File: src/rtl/pipelined_cia_adder.sv
// Streaming carry-increment adder/subtractor that resolves one BLOCK-bit slice per pipeline stage.
// Build option: define PIPELINED_CIA_ADDER_SAT_EN for a signed saturating sum.

module cia_slice #(
    parameter int BLOCK = 8
) (
    input  logic [BLOCK-1:0] a,
    input  logic [BLOCK-1:0] b,
    input  logic             ci,
    output logic [BLOCK-1:0] s,
    output logic             co
);
    logic [BLOCK-1:0] raw;
    logic [BLOCK:0]   rc;
    logic [BLOCK:0]   ic;

    // Ripple at carry 0, then fold the incoming carry in through a half-adder chain.
    always_comb begin
        raw = '0;
        rc  = '0;
        ic  = '0;
        s   = '0;
        co  = 1'b0;
        for (int i = 0; i < BLOCK; i++) begin
            raw[i]  = a[i] ^ b[i] ^ rc[i];
            rc[i+1] = (a[i] & b[i]) | (rc[i] & (a[i] ^ b[i]));
        end
        ic[0] = ci;
        for (int i = 0; i < BLOCK; i++) begin
            s[i]    = raw[i] ^ ic[i];
            ic[i+1] = raw[i] & ic[i];
        end
        co = rc[BLOCK] | ic[BLOCK];
    end
endmodule

module pipelined_cia_adder #(
    parameter int WIDTH = 32,
    parameter int BLOCK = 8
) (
    input  logic             clk,
    input  logic             rst,
    input  logic             in_valid,
    output logic             in_ready,
    input  logic [WIDTH-1:0] a,
    input  logic [WIDTH-1:0] b,
    input  logic             cin,
    input  logic             sub,
    output logic             out_valid,
    input  logic             out_ready,
    output logic [WIDTH-1:0] sum,
    output logic             cout,
    output logic             of
);
    localparam int NBLK = WIDTH / BLOCK;

    if (WIDTH % BLOCK != 0) begin : g_bad_width
        $error("pipelined_cia_adder: WIDTH must be a multiple of BLOCK");
    end

    // s holds the slices resolved so far; a/bx travel whole so the final stage can judge overflow.
    typedef struct packed {
        logic [WIDTH-1:0] s;
        logic [WIDTH-1:0] a;
        logic [WIDTH-1:0] bx;
        logic             c;
    } stg_t;

    stg_t          stg_in [NBLK];
    stg_t          stg_q  [NBLK];
    logic [NBLK:0] vld_pipe;
    logic          stall;
    logic          of_w;

    assign out_valid   = vld_pipe[NBLK];
    assign stall       = out_valid & ~out_ready;
    assign in_ready    = ~stall;
    assign vld_pipe[0] = in_valid;

    assign stg_in[0] = '{s: '0, a: a, bx: (sub ? ~b : b), c: (sub | cin)};

    always_ff @(posedge clk) begin
        if (rst)
            vld_pipe[NBLK:1] <= '0;
        else if (!stall)
            vld_pipe[NBLK:1] <= vld_pipe[NBLK-1:0];
    end

    for (genvar k = 0; k < NBLK; k++) begin : g_stg
        logic [BLOCK-1:0] s_k;
        logic             c_nxt;
        stg_t             nxt;

        if (k > 0) begin : g_fwd
            assign stg_in[k] = stg_q[k-1];
        end

        cia_slice #(.BLOCK(BLOCK)) u_slice (
            .a  (stg_in[k].a[k*BLOCK +: BLOCK]),
            .b  (stg_in[k].bx[k*BLOCK +: BLOCK]),
            .ci (stg_in[k].c),
            .s  (s_k),
            .co (c_nxt)
        );

        always_comb begin
            nxt                     = stg_in[k];
            nxt.s[k*BLOCK +: BLOCK] = s_k;
            nxt.c                   = c_nxt;
        end

        always_ff @(posedge clk) begin
            if (rst)
                stg_q[k] <= '0;
            else if (!stall)
                stg_q[k] <= nxt;
        end
    end

    assign of_w = (stg_q[NBLK-1].s[WIDTH-1] ^ stg_q[NBLK-1].a[WIDTH-1])
                & ~(stg_q[NBLK-1].a[WIDTH-1] ^ stg_q[NBLK-1].bx[WIDTH-1]);
    assign of   = of_w;
    assign cout = stg_q[NBLK-1].c;

`ifdef PIPELINED_CIA_ADDER_SAT_EN
    // Clamp toward the sign of A: positive overflow gives max, negative gives min.
    assign sum = of_w ? {stg_q[NBLK-1].a[WIDTH-1], {(WIDTH-1){~stg_q[NBLK-1].a[WIDTH-1]}}}
                      : stg_q[NBLK-1].s;
`else
    assign sum = stg_q[NBLK-1].s;
`endif

endmodule

File: config.mk
export PLATFORM = sky130hd
export DESIGN_NAME = pipelined_cia_adder
export DESIGN_NICKNAME = d
export VERILOG_FILES = /design/src/rtl/pipelined_cia_adder.sv
export SDC_FILE = /design/constraint.sdc
export NUM_CORES = 1
export LEC_CHECK = 0
export BUFFER_PORTS_ARGS = -buffer_cell sky130_fd_sc_hd__buf_2
export CAP_MARGIN = 20
export CORE_UTILIZATION = 59
export CTS_CLUSTER_DIAMETER = 50
export CTS_CLUSTER_SIZE = 28
export DETAILED_ROUTE_END_ITERATION = 12
export PLACE_DENSITY = 0.8
export SKIP_CTS_REPAIR_TIMING = 1
export SLEW_MARGIN = 20
export SYNTH_ARGS = -nofsm -noshare
export SYNTH_HDL_FRONTEND = slang
export SYNTH_SLANG_ARGS = --single-unit
File: constraint.sdc
create_clock -name clk -period 8.1 [get_ports clk]
set_input_delay 0.405 -clock clk [delete_from_list [all_inputs] [get_ports clk]]
set_output_delay 0.405 -clock clk [all_outputs]
set_load 0.02 [all_outputs]
# ---- Word-level counts from Yosys, hierarchy flattened
# Memories as Yosys holds them, arrays and structs flattened.
# Cells that the tools add are included.
dict set report op_classes {
  bitwise 229
  muxes 10
}
# op count
set ops {}
lappend ops {{2-to-1 mux 97 bit} 4}
lappend ops {{bitwise AND 1 bit} 94}
lappend ops {{bitwise XOR 1 bit} 94}
lappend ops {{bitwise OR 1 bit} 37}
lappend ops {{2-to-1 mux 32 bit} 1}
lappend ops {{NOT 32 bit} 1}
lappend ops {{2-to-1 mux 1 bit} 5}
lappend ops {{NOT 1 bit} 3}
dict set report totals {
  n_memories 1
  word_cells 241
  output_inout_bits 36
  mem_bits_rw 388
  reg_bits 4
}
# memory words word_bits read_ports rd_clocked_by_memory_dff wr line
set memory_table {}
lappend memory_table {stg_q 4 97 4 0 4 70} ;# stg_t stg_q [NBLK];

# ---- Logic depth before layout (Yosys ltp)
# Gate-level depths: netlist (run 1).
dict set report depth {
  word_depth 19
  mapped_depth 14
  depth_no_buf 13
}

# ---- By module
# Synthesis (run 1) repeated with hierarchy kept, for this count alone.
dict set report unflattened {
  hier_cells 650
  area_unflattened_um2 9958.3
}
# module area_each_um2 cells_per_inst instances seq_area_each_um2
set modules_own_cells {}
lappend modules_own_cells {pipelined_cia_adder 8592.0 494 1 5545.3}
lappend modules_own_cells {cia_slice 341.6 39 4 0.0}

# ---- Worst setup path before layout (run 1)
# No wires, ideal clock.
dict set report synth_path {
  kind {input to register}
  from {input rst}
  to {memory stg_q[0][0] (netlist name), enable pin}
  required_time_ns 7.525
  path_buffers 2
  setup_ns 0.575
  path_stages 3
  path_slack_ns 2.391
  t_arrival_ns 5.134
  path_cell_list {buf_2 buf_2 nand2b_1}
}
# element line
set synth_lines {}
lappend synth_lines {{start: declaration} 42} ;# input logic rst,
lappend synth_lines {{end: declaration} 70}

==> results of run 1 <==
==> report_power, final <==
group | internal (W) | switching (W) | total [W]
clock | 0.000519 | 0.000350 | 0.000869
combinational | 0.000113 | 0.000113 | 0.000227
sequential | 0.00113 | 0.0000170 | 0.00115
total | 0.00176 | 0.000480 | 0.00224
==> routing by layer <==
layer,wire (um),vias up,share of wire (%),global-route usage (%)
met2,6393,108,47,25.71
li1,-,2268,-,-
met3,523,14,3.8,3.974
met4,176,0,1.3,5.948
met1,6586,2169,48,24.37
met5,0,-,0,0
==> state kept, by name, summed over array words and instances (netlist names) <==
register	cells
vld_pipe	3
stg_q	182
out_valid	1
==> cells by family (layout without fill, tap and decap cells) <==
logic type / count (synthesis) / count (layout) / share of synthesized area, %
buffers and inverters: 146 / 211 / 8.571
multiplexers: 2 / 2 / 0.2035
flip-flops: 186 / 186 / 56.36
AO/OA/AOI/OAI: 3 / 3 / 0.1525
AND/OR/NAND/NOR: 195 / 195 / 21.59
XOR/XNOR: 32 / 32 / 2.848
adder cells (fa/ha/maj): 64 / 64 / 10.27
==> worst max-delay path by stage <==
stage	from	to	slack, ns	depth (start not counted)
4_1_cts	sub	stg_q[0][0]	3.45	14
3_3_place_gp	sub	stg_q[0][72]	3.07	13
5_1_grt	sub	stg_q[0][0]	3.25	14
2_1_floorplan	rst	stg_q[0][0]	2.39	3
3_5_place_dp	sub	stg_q[0][0]	3.00	14
6_report	sub	stg_q[0][0]	3.46	14
==> worst max-delay path: stages <==
cell    delay, ns
buf_2        0.08
buf_4        0.44
xor2_1       0.14
ha_1         0.23
fa_1         0.43
fa_1         0.43
fa_1         0.43
fa_1         0.42
fa_1         0.43
fa_1         0.42
fa_1         0.47
ha_1         0.20
nor2_1       0.18
nor3_2       0.05
==> cell type report <==
cell class,count,area [sq um],area share (%)
clock buffer,18,429.2,3.977
sequential,186,5545,51.39
timing repair buffer,111,636.9,5.902
inverter,68,255.2,2.366
multi-input combinational,296,3458,32.05
tap,216,270.3,2.505
clock inverter,14,195.2,1.809
==> cells in the final DEF, fill, tap and decap left out <==
cell type,synthesis,layout
clkbuf_1,2,1
nor2b_1,3,3
buf_8,0,1
clkinv_1,0,1
clkinv_4,0,2
clkinv_2,0,1
or2_2,1,1
nor2b_4,1,1
nand3b_1,1,1
buf_6,18,1
nor3b_1,32,32
nor3_1,2,2
nand2b_1,5,4
nor3b_2,120,120
nand4bb_1,1,1
bufinv_16,0,4
inv_1,67,67
nand2b_4,0,1
xor2_1,8,8
inv_2,1,1
buf_16,0,2
clkbuf_16,0,17
clkinvlp_4,0,3
mux2i_1,2,2
fa_1,28,28
a21oi_1,1,1
inv_6,0,3
nor3_2,28,28
nor2_1,1,1
ha_1,36,36
xnor2_1,24,24
edfxtp_1,182,182
dfxtp_1,4,4
buf_12,0,1
buf_2,23,104
o21ai_0,2,2
buf_4,33,2
==> stage by stage <==
stage	cells	total power [W]
6_report	909	0.002244
5_1_grt	909	0.002331
4_1_cts	907	0.002263
3_5_place_dp	875	0.001396
3_3_place_gp	875	0.001386
2_1_floorplan	628	0.001346
==> flow_summary.ini, run 1 <==
[setup_path]
crit_required_ns = 8.24
critPathCaptureType = flip-flop
arrival_ns = 4.78
critPathLaunchType = input port
reg2reg_to = stg_q[2][88]
critical_path.max_fanout = 33
rrSetupSlack_ns = 3.92
crit_type = input port to flip-flop
reg2regPathDepth = 12
r2r-start = stg_q[1][17]

[final_layout]
final_nets = 814
postLayoutCellArea_sq_mm = 0.01079
final_util_pct = 67.20
area_growth_pct = 9.664
diodes = 0
fill_cells = 1110
drive_gt1_share_pct = 42.28

[timing]
timing.fmax_mhz = 215.6
post-route-period-util_pct = 57.27
rsz0062_at_grt = false
relSlewSlack_pct = 31.32
worst_pin_slew_ns = 1.030
whs_ns = 0.2463
finalCriticalPeriod_ns = 4.639
fin_skew_ns = 0.005378
worst_slack_ns = 3.461
final-max-slew-violation-count = 0
setup_tns_ns = 0
hold_violations = 0
setup_viol = 0

[worst_hold_path]
min_to = vld_pipe[1]
holdCritPathClass = input port to flip-flop
hp-start = in_valid
whs_path_depth = 3

[detailed_routing]
wl_per_cell_um = 15.05
firstDrtPassIters = 6
vias = 4559
drtIter0Drc = 259
routed_wl_um = 13680
ant_nets = 0
drc = 0
viasPerCell = 5.015

[floorplanning]
start_util_pct = 61.27
ios = 106
dieArea_sq_mm = 0.01720
core_sq_mm = 0.01606
row_count = 46
die_w_um = 131.1
chipHeight_um = 131.1

[global_routing]
grt_pass1_vias = 4679
antenna_found_initial = 0
grt_max_degree = 185
grt_pass1_wl_um = 23200
gr-usage-all-layers_pct = 17.06
overflow = 0

[cts]
clkTransAtPathRegs_ns = 0.07
clk_path_buf_depth = 2
clock_latency_ns = 0.42
cts_tree = yes
cts_sinks = 186
htreeDepth = 4
cts_root_buffer = clkbuf_16
cts-buffers-inserted = 17

[placed_design]
place_congestion = 0.7057
port-buffer-count = 105
place_ws_ns = 3.005
hpwl_um = 8106
placed_area_sq_mm = 0.01011

[logic_synthesis]
avgSynthCellArea_sq_um = 15.67
netlist_area_sq_mm = 0.009839
synth.most_common_cell = edfxtp_1
synth_cell_types = 27
ys_seq_area_share_pct = 56.36
synth_nets = 762
synth.largest_area_cell = edfxtp_1
synth_seq_cells = 186
synth_edf_count = 182
synthCells = 628
synth_area_leaders = edfxtp_1 (56%), nor3b_2 (15%), fa_1 (5.7%), ha_1 (4.6%), nor3_2 (2.8%)
synth_top_area_share_pct = 55.54
async_flop_share_pct = 0
synth_commonest_cells = edfxtp_1 (182), nor3b_2 (120), inv_1 (67), ha_1 (36), buf_4 (33)
synth_warnings = 0
synth_flop_cell = edfxtp_1

[run_status]
outcome = finished clean

[job]
cap_violations = 0

[pwr]
ir_worst_vdd_uv = 141.6
leakage_nw = 4.476
power_density_mw_per_mm2 = 208.0
Note: power is estimated with default switching activity, not from simulation.
==> run 2, diff against run 1 <==
==> constraint.sdc (replaced) <==
create_clock -name clk -period 4.8 [get_ports clk]
set_input_delay 0.24 -clock clk [delete_from_list [all_inputs] [get_ports clk]]
set_output_delay 0.24 -clock clk [all_outputs]
set_load 0.02 [all_outputs]
==> run 2 against run 1 <==
Clock power rose by 74%. Sequential cell count did not move. Register-to-register slack got worse by 3.4 ns. Clock-buffer cell count did not move. Critical endpoint is now stg_q[2][88]. Largest power group unchanged. Highest routed layer unchanged.
==> flow_summary.ini, run 2 (same netlist as run 1, synthesis figures left out) <==
[setup_path]
arrival_ns = 4.41
reg2regPathDepth = 12
crit_type = flip-flop to flip-flop
crit_top_cell = fa_1
r2r-start = stg_q[1][17]
startpoint = stg_q[1][17]
crit_required_ns = 4.94
critPathCaptureType = flip-flop
worstPathCellList = ha_1 -> inv_1 -> fa_1 -> fa_1 -> fa_1 -> fa_1 -> fa_1 -> fa_1 -> fa_1 -> inv_1 -> ha_1 -> nor3b_2
cp_slowest_cell = fa_1
rrSetupSlack_ns = 0.53
critical_path.max_fanout = 1
crit_path_end = stg_q[2][88]
critPathLaunchType = flip-flop
max_stage_delay_ns = 0.50
reg2reg_to = stg_q[2][88]

[global_routing]
grt_pass1_wl_um = 22540
grt_pass1_vias = 4656
grt_max_degree = 185
overflow = 0
gr-usage-all-layers_pct = 16.53
antenna_found_initial = 0

[final_layout]
final_nets = 814
final_util_pct = 67.27
regMostFlops = stg_q
largest_reg_flops = 182
area_growth_pct = 9.792
layout_commonest_cell = edfxtp_1
drive_gt1_share_pct = 42.14
postLayoutCellArea_sq_mm = 0.01080
fill_cells = 1119
diodes = 0
layout_common_cells = edfxtp_1 (182), nor3b_2 (120), buf_2 (104), inv_1 (67), ha_1 (36)

[detailed_routing]
viasPerCell = 5.018
firstDrtPassIters = 5
vias = 4561
routed_wl_um = 13390
drtIter0Drc = 247
wl_per_cell_um = 14.73
drc = 0
ant_nets = 0

[timing]
finalCriticalPeriod_ns = 4.266
worst_pin_slew_ns = 0.8878
relSlewSlack_pct = 40.81
final-max-slew-violation-count = 0
rsz0062_at_grt = false
hold_violations = 0
setup_tns_ns = 0
fin_skew_ns = 0.009088
setup_viol = 0
timing.fmax_mhz = 234.4
worst_slack_ns = 0.5337
whs_ns = 0.07918
post-route-period-util_pct = 88.88

[cts]
htreeDepth = 4
clkTransAtPathRegs_ns = 0.06
cts-buffers-inserted = 17
clk_path_buf_depth = 2
cts_sinks = 186
cts_root_buffer = clkbuf_16
cts_tree = yes
clock_latency_ns = 0.42

[floorplanning]
row_count = 46
ios = 106
core_sq_mm = 0.01606
die_w_um = 131.1
dieArea_sq_mm = 0.01720
chipHeight_um = 131.1
start_util_pct = 61.27

[placed_design]
hpwl_um = 8338
place_congestion = 0.7183
placed_area_sq_mm = 0.01013
place_ws_ns = 0.1734
port-buffer-count = 105

[worst_hold_path]
holdCritPathClass = input port to flip-flop

[pwr]
ir_worst_vdd_uv = 301.1
leakage_nw = 4.480
power_density_mw_per_mm2 = 354.4

[run_status]
outcome = finished clean

[job]
cap_violations = 0
## run 2: changes by cell type in the layout (fill, tap and decap cells not counted), sizes merged
cell,previous run,this run
clkinv,4,2
bufinv,4,5
inv,71,72
## run 2: worst max-delay path: cells and delay by family, from the launching register on
kind,cells,cell delay (ns)
adders and majority gates,9,3.39
DFF,1,0.36
and+or+nand+nor,1,0.15
buffers and inverters,2,0.10
## run 2: area by class of cell
type | instances | area [sq um] | area share, %
tap | 216 | 270.3 | 2.502
clock buffer | 18 | 429.2 | 3.973
clock inverter | 14 | 215.2 | 1.992
multi-input combinational | 296 | 3458 | 32.01
timing repair buffer | 111 | 629.4 | 5.826
inverter | 68 | 255.2 | 2.363
sequential | 186 | 5545 | 51.33
## run 2: worst min path at each step
| stage | startpoint | cells after the start | endpoint |
|---|---|---|---|
| floorplan | in_valid | 2 | vld_pipe[1] |
| global placement | vld_pipe[3] | 2 | out_valid |
| detailed placement | vld_pipe[3] | 2 | out_valid |
| finish | in_valid | 3 | vld_pipe[1] |
| CTS | in_valid | 3 | vld_pipe[1] |
| global route | in_valid | 3 | vld_pipe[1] |
## run 2: report_power, final
part           total, W  internal [W]  switching [W]
Sequential      0.00194       0.00191      0.0000284
Clock           0.00151      0.000927       0.000581
Combinational  0.000382      0.000191       0.000191
## run 2: per-layer routing
layer / vias to the layer above / part of all wire, % / GRT usage, %
met3: 12 / 4.0 / 3.781
met1: 2187 / 48 / 23.05
met5: - / 0 / 0
li1: 2271 / - / -
met4: 0 / 1.1 / 6.275
met2: 91 / 47 / 25.33
## run 2: per-stage QoR
step	total power [W]	std cells
after global placement	0.002340	876
final	0.003828	909
after floorplan	0.002271	628
after global routing	0.003964	909
after detailed placement	0.002355	876
after CTS	0.003858	908
==> run 3, diff against run 2 <==
--- a/config.mk
+++ b/config.mk
@@ -11,6 +11,7 @@
 export CTS_CLUSTER_DIAMETER = 50
 export CTS_CLUSTER_SIZE = 28
 export DETAILED_ROUTE_END_ITERATION = 12
+export MAX_ROUTING_LAYER = met4
 export PLACE_DENSITY = 0.8
 export SKIP_CTS_REPAIR_TIMING = 1
 export SLEW_MARGIN = 20
==> run 3 against run 2 <==
Wire length grew 0.52%. Clock skew decreased by 0.0014 ns. Fmax is essentially flat. Sequential cell count did not move. Final cell count is the same. Utilization unchanged. Design area did not move. Total power grew 0.14%. Worst setup slack got worse by 0.0017 ns. Die area unchanged. Non-clock buffer count is the same. Critical endpoint unchanged. Sequential power is essentially flat.
==> flow_summary.ini, run 3 (same netlist as run 1, synthesis figures left out) <==
[setup_path]
cp_slowest_cell = fa_1
critPathCaptureType = flip-flop
critPathLaunchType = flip-flop
r2r-start = stg_q[1][17]
max_stage_delay_ns = 0.50
startpoint = stg_q[1][17]
crit_type = flip-flop to flip-flop
arrival_ns = 4.41
critical_path.max_fanout = 1
crit_required_ns = 4.94
worstPathCellList = ha_1 -> inv_1 -> fa_1 -> fa_1 -> fa_1 -> fa_1 -> fa_1 -> fa_1 -> fa_1 -> inv_1 -> ha_1 -> nor3b_2
crit_top_cell = fa_1

[final_layout]
seqCellArea_sq_mm = 0.005545
layout_commonest_cell = edfxtp_1
final_nets = 814
final_util_pct = 67.27
layout_common_cells = edfxtp_1 (182), nor3b_2 (120), buf_2 (104), inv_1 (67), ha_1 (36)
area_growth_pct = 9.792
fill_cells = 1119
largest_reg_flops = 182
multi_input_area_sq_mm = 0.003458
diodes = 0
drive_gt1_share_pct = 42.14
regMostFlops = stg_q

[detailed_routing]
drc = 0
wl_per_cell_um = 14.81
viasPerCell = 5.018
ant_nets = 0
routed_wl_um = 13460
drtIter0Drc = 252
vias = 4561
firstDrtPassIters = 4

[pwr]
ir_worst_vdd_uv = 300.8
power_density_mw_per_mm2 = 354.9
leakage_nw = 4.480

[placed_design]
hpwl_um = 8338
port-buffer-count = 105
place_congestion = 0.7267

[timing]
timing.fmax_mhz = 234.3
whs_ns = 0.07888
relSlewSlack_pct = 41.09
post-route-period-util_pct = 88.92
rsz0062_at_grt = false
setup_viol = 0
setup_tns_ns = 0
final-max-slew-violation-count = 0
fin_skew_ns = 0.007654
hold_violations = 0
worst_pin_slew_ns = 0.8837
finalCriticalPeriod_ns = 4.268

[floorplanning]
die_w_um = 131.1
start_util_pct = 61.27
core_sq_mm = 0.01606
ios = 106
row_count = 46
dieArea_sq_mm = 0.01720
chipHeight_um = 131.1

[cts]
cts_sinks = 186
htreeDepth = 4
clock_latency_ns = 0.42
cts_root_buffer = clkbuf_16
cts-buffers-inserted = 17
clk_path_buf_depth = 2
cts_tree = yes
clkTransAtPathRegs_ns = 0.07

[global_routing]
antenna_found_initial = 0
grt_pass1_vias = 4666
grt_max_degree = 185
gr-usage-all-layers_pct = 17.08
grt_pass1_wl_um = 22560
overflow = 0

[worst_hold_path]
hp-start = in_valid
holdCritPathClass = input port to flip-flop

[job]
cap_violations = 0

[run_status]
outcome = finished clean
## run 3: cell counts in the layout (fill, tap and decap cells not counted)
No cell type changed its count.
## run 3: stage by stage
stage / setup WS [ns] / instances / instance area, sq um / total power, W
global route: 0.4525 / 909 / 10800 / 0.003966
global placement: 0.2345 / 876 / 10130 / 0.002340
detailed placement: 0.1734 / 876 / 10130 / 0.002355
finish: 0.5320 / 909 / 10800 / 0.003833
CTS: 0.5112 / 908 / 10770 / 0.003858
floorplan: 0.2538 / 628 / 9842 / 0.002271
## run 3: final timing paths
| check | to | slack [ns] | depth (start not counted) |
|---|---|---|---|
| max | stg_q[2][88] | 0.53 | 12 |
| min | vld_pipe[1] | 0.08 | 3 |
| max reg2reg | stg_q[2][88] | 0.53 | 12 |
| min reg2reg | out_valid | 0.48 | 2 |
## run 3: cell type report
class | count | area share (%)
repair buffers | 111 | 5.826
flip-flops and latches | 186 | 51.33
inverters | 68 | 2.363
multi-input cells | 296 | 32.01
well taps | 216 | 2.502
clock inverters | 14 | 1.992
clock buffers | 18 | 3.973
## run 3: layer usage
layer | track usage [%] | up-vias | share of wire [%]
met5 | - | - | 0
met1 | 23.26 | 2191 | 48
met3 | 3.704 | 12 | 3.4
met4 | 6.275 | 0 | 1.1
li1 | - | 2271 | -
met2 | 25.33 | 87 | 47
## run 3: report_power, final
part           total (W)  switching, W  internal [W]
registers        0.00194     0.0000284       0.00191
clock network    0.00151      0.000586      0.000927
logic           0.000382      0.000191      0.000191
total            0.00383      0.000805       0.00303
## run 3: worst max-delay path, delay by kind of cell (launching register included)
kind,cells,cell delay [ns]
DFF,1,0.36
adders and majority gates,9,3.39
buffers and inverters,2,0.10
and+or+nand+nor,1,0.15
